--- src/rtl/mem_access_ctrl.sv ---
// rtl/mem_access_ctrl.sv - single-request load/store sequencer between the CPU datapath and a synchronous RAM
//
// Ports:
//   i_clk, i_reset            clock (rising edge), asynchronous active-high reset
//   i_cpu_req_*               request: valid/ready handshake, write flag, word address, store data
//   o_cpu_resp_*              one-cycle completion pulse, store flag, load data (held until next load)
//   o_ram_address/data_in     RAM address and write data, always driven from the latched request
//   o_ram_write_enable        RAM write strobe, high for the single ISSUE cycle of a store
//   o_ram_read_enable         RAM read strobe, high for the single ISSUE cycle of a load
//   i_ram_data_out            RAM read data, valid RAM_READ_LATENCY cycles after the read-enable edge

module mem_access_ctrl #(
    parameter int ADDR_WIDTH       = 8,
    parameter int DATA_WIDTH       = 32,
    parameter int RAM_READ_LATENCY = 1
) (
    input  logic                  i_clk,
    input  logic                  i_reset,
    input  logic                  i_cpu_req_valid,
    output logic                  o_cpu_req_ready,
    input  logic                  i_cpu_req_write,
    input  logic [ADDR_WIDTH-1:0] i_cpu_req_addr,
    input  logic [DATA_WIDTH-1:0] i_cpu_req_wdata,
    output logic                  o_cpu_resp_valid,
    output logic                  o_cpu_resp_write,
    output logic [DATA_WIDTH-1:0] o_cpu_resp_rdata,
    output logic [ADDR_WIDTH-1:0] o_ram_address,
    output logic [DATA_WIDTH-1:0] o_ram_data_in,
    output logic                  o_ram_write_enable,
    output logic                  o_ram_read_enable,
    input  logic [DATA_WIDTH-1:0] i_ram_data_out
);

    typedef enum logic [1:0] {
        S_IDLE  = 2'd0,
        S_ISSUE = 2'd1,
        S_WAIT  = 2'd2,
        S_RESP  = 2'd3
    } state_t;

    // Counter preload: the WAIT state is entered one cycle after the enable
    // edge, so it spends RAM_READ_LATENCY cycles there before capturing.
    localparam logic [2:0] LAT_M1 = 3'(RAM_READ_LATENCY - 1);

    state_t                r_state;
    logic [ADDR_WIDTH-1:0] r_addr;
    logic [DATA_WIDTH-1:0] r_wdata;
    logic                  r_write;
    logic [2:0]            r_wait_cnt;
    logic [DATA_WIDTH-1:0] r_rdata;

    always_ff @(posedge i_clk or posedge i_reset) begin
        if (i_reset) begin
            r_state    <= S_IDLE;
            r_addr     <= '0;
            r_wdata    <= '0;
            r_write    <= 1'b0;
            r_wait_cnt <= 3'd0;
            r_rdata    <= '0;
        end else begin
            case (r_state)
                S_IDLE: begin
                    // Request fields are sampled only here; the requester may
                    // change them freely once the transfer edge has passed.
                    if (i_cpu_req_valid) begin
                        r_addr  <= i_cpu_req_addr;
                        r_wdata <= i_cpu_req_wdata;
                        r_write <= i_cpu_req_write;
                        r_state <= S_ISSUE;
                    end
                end
                S_ISSUE: begin
                    if (r_write) begin
                        r_state <= S_RESP;
                    end else begin
                        r_wait_cnt <= LAT_M1;
                        r_state    <= S_WAIT;
                    end
                end
                S_WAIT: begin
                    if (r_wait_cnt == 3'd0) begin
                        r_rdata <= i_ram_data_out;
                        r_state <= S_RESP;
                    end else begin
                        r_wait_cnt <= r_wait_cnt - 3'd1;
                    end
                end
                S_RESP: begin
                    r_state <= S_IDLE;
                end
                default: begin
                    r_state <= S_IDLE;
                end
            endcase
        end
    end

    // All control outputs decode straight from the state register, so an
    // asynchronous reset drops the RAM enables without waiting for an edge.
    assign o_cpu_req_ready    = (r_state == S_IDLE);
    assign o_cpu_resp_valid   = (r_state == S_RESP);
    assign o_cpu_resp_write   = (r_state == S_RESP) && r_write;
    assign o_cpu_resp_rdata   = r_rdata;
    assign o_ram_address      = r_addr;
    assign o_ram_data_in      = r_wdata;
    assign o_ram_write_enable = (r_state == S_ISSUE) && r_write;
    assign o_ram_read_enable  = (r_state == S_ISSUE) && !r_write;

endmodule

--- config.mk ---
export PLATFORM = sky130hd
export DESIGN_NAME = mem_access_ctrl
export DESIGN_NICKNAME = d
export VERILOG_FILES = /design/src/rtl/mem_access_ctrl.sv
export SDC_FILE = /design/constraint.sdc
export NUM_CORES = 1
export LEC_CHECK = 0
export BUFFER_PORTS_ARGS = -buffer_cell sky130_fd_sc_hd__buf_4
export CORE_UTILIZATION = 40
export DETAILED_ROUTE_END_ITERATION = 16
export PLACE_DENSITY = 0.7
export SYNTH_ARGS = -nofsm -noshare
export SYNTH_HDL_FRONTEND = slang
export SYNTH_SLANG_ARGS = --single-unit
--- constraint.sdc ---
create_clock -name i_clk -period 5.5 [get_ports i_clk]
set_input_delay 0.55 -clock i_clk [delete_from_list [all_inputs] [get_ports i_clk]]
set_output_delay 0.55 -clock i_clk [all_outputs]
set_load 0.02 [all_outputs]
==> flow_summary.ini <==
[outcome]
outcome = finished, final reports clean

[global_routing]
grt_pass1_wl_mm = 10.9
track_usage_pct = 16.6
grt-ovfl-total = 0
grt_pass1_vias = 2222
antenna_found_initial = 0
grt_start_max_net_pins = 46

[worst_setup_path]
cp.arrival_ns = 2.64
reg2reg_to = o_cpu_resp_rdata[4]
critPathCaptureType = flip-flop
crit_required_ns = 5.72
worstPathCellList = inv_1 > ha_1 > and3b_2 > mux2_2
slowest_delay_ns = 0.94
crit_buf_inv = 1
r2r_slack_ns = 3.08
worst_setup_path_start_kind = flip-flop
cp_top_family = simple AND/OR/NAND/NOR gates
reg2reg_depth = 4
crit_start = r_state[0]
critPathMaxFanout = 33
worstSetupPathType = flip-flop to flip-flop
r2r_start = r_state[0]
crit_path_top_delay_cell = and3b_2

[clock_tree]
cts_buffer_depth = 2
clkSlewWorstSetupHoldPaths_ns = 0.08
cts_setup_buffers = 0
cts_sinks = 78
cts_buffers = 9
tritoncts = done
hold_buffers = 0
cts_resized = 0
htreeDepth = 3
clock-root-buffer = clkbuf_8
insertion_delay_ns = 0.34

[hold_path]
hold_class = input port to async pin

[sta]
slew_viol_final = 0
rsz0062_at_grt = no
hold_viol = 0
fmax_mhz = 413
clock_skew_ns = 0.00750
final.setup.tns_ns = 0
finalCritPeriodShare_pct = 44.0
setup_ws_ns = 3.08
setup_viol = 0
relSlewSlack_pct = 31.1
layout_min_cycle_time_ns = 2.42
tightest_slew_ns = 1.03

[floorplanning]
ios = 153
start_util_pct = 41.7
coreArea_sq_mm = 0.00777
die_h_um = 92.0
die-area_sq_mm = 0.00846
rows = 32
die_w_um = 92.0

[routing]
route.met2.wl_mm = 3.25
avgViaCountPerCell = 4.74
first_pass_iters = 4
ant_nets = 0
wire_per_inst_um = 15.0
drc_errors = 0
first_iter_violations = 41
wl_met1_mm = 3.00
highest_layer = met4
wl_met3_um = 570
dr_total_vias = 2184
wl_mm = 6.91

[final_layout]
fin_area_sq_mm = 0.00466
final_nets = 436
antennaDiodeCount = 0
area_growth_pct = 44.0
drive_gt1_share_pct = 68.8
final.fill_count = 626

[yosys]
synth_top_area_share_pct = 60.3
synthFlopType = dfrtp_1
syn_area_per_cell_sq_um = 16.2
netlist_area_sq_mm = 0.00324
synth_async_sr_flop_share_pct = 100
ys_top_cells_by_area = dfrtp_1 (60%), mux2_2 (16%), mux2_4 (13%)
ys_types = 26
ys_seq_elements = 78
synth.largest_area_cell = dfrtp_1
synth_edf_count = 0
ys_seq_area_share_pct = 60.3
syn_nets = 282
synth_cells = 200
synth_warnings = 0

[job]
drv_cap = 0

[place]
gp_congestion = 0.679
port_buffers = 152
placed_cell_area_sq_mm = 0.00444
hpwl_mm = 4.94
preCtsSetupSlack_ns = 3.10

[pwr]
p_leak_nw = 2.30
vdd_drop_max_mv = 0.319
p_per_area_mw_per_mm2 = 651
==> Yosys cell counts (2+ instances only) <==
cell type / count
buf_2: 4
buf_6: 5
dfrtp_1: 78
ha_1: 6
inv_1: 6
mux2_2: 45
mux2_4: 29
nand2_1: 3
nand3_1: 2
nor2_1: 2
o211ai_1: 3
o21ai_0: 3
==> power breakdown <==
part	total, mW	switching, mW	internal (mW)
sequential	1.02	0.159	0.861
combinational	1.54	0.728	0.811
clock	0.479	0.209	0.269
total	3.04	1.10	1.94
==> worst max-delay path by stage <==
stage                               end  slack (ns)  depth (start not counted)
finish              o_cpu_resp_rdata[4]        3.08                          4
global route        o_cpu_resp_rdata[4]        2.92                          4
CTS                 o_cpu_resp_rdata[2]        3.08                          4
detailed placement  o_cpu_resp_rdata[2]        3.10                          4
global placement    o_cpu_resp_rdata[3]        3.18                          4
floorplan           o_cpu_resp_rdata[0]        2.95                          1
==> layout by cell type, fill, tap and decap left out, drive strengths merged <==
cell type    n
dfrtp       78
a211oi       1
nand3        2
nor2b        1
a22o         1
clkinvlp     1
or4          1
and2         2
a2111oi      1
bufinv       2
and3b        1
mux2        74
clkbuf      11
buf        153
ha           6
clkinv       2
nand4b       1
nor2         2
nand2        3
o211ai       3
and2b        1
inv          6
nand2b       1
o21ai        3
nor3         1
a2bb2oi      1
==> flip-flops by register name, summed over array words and instances (netlist names) <==
| name | cells |
|---|---|
| r_write | 1 |
| r_wait_cnt | 3 |
| o_cpu_resp_rdata | 32 |
| o_ram_data_in | 32 |
| o_ram_address | 8 |
| r_state | 2 |
==> final cells by class <==
| class | instances | area [sq um] | share of cell area [%] |
|---|---|---|---|
| Sequential cell | 78 | 1950 | 41.9 |
| Inverter | 6 | 23.8 | 0.510 |
| Multi-Input combinational cell | 106 | 1190 | 25.5 |
| Clock buffer | 11 | 141 | 3.03 |
| Timing Repair Buffer | 153 | 1150 | 24.6 |
| Clock inverter | 5 | 81.3 | 1.74 |
| Tap cell | 102 | 128 | 2.74 |
==> layer usage <==
layer	track usage [%]	vias to the layer above
met5	0	-
met4	5.86	0
met3	5.39	10
met2	26.1	96
met1	21.6	1073
li1	-	1005
==> per-stage QoR <==
stage,instances,utilization (%),power (mW),hold slack [ns]
finish,461,60.0,3.04,0.255
detailed placement,445,57.2,2.58,0.494
CTS,461,60.0,3.07,0.260
global placement,445,57.2,2.54,0.490
floorplan,200,-,1.99,0.491
global route,461,60.0,3.19,0.296
==> logic make-up (layout without fill, tap and decap cells) <==
kind of cell    after synthesis  after routing  synth area share, %
simple gates                 16             16                 2.94
mux                          74             74                 29.1
buf+inv                      16            175                 3.17
compound gates               10             10                 2.20
fa+ha+maj                     6              6                 2.32
flops                        78             78                 60.3
No activity file was read; power rests on OpenSTA's default activity.
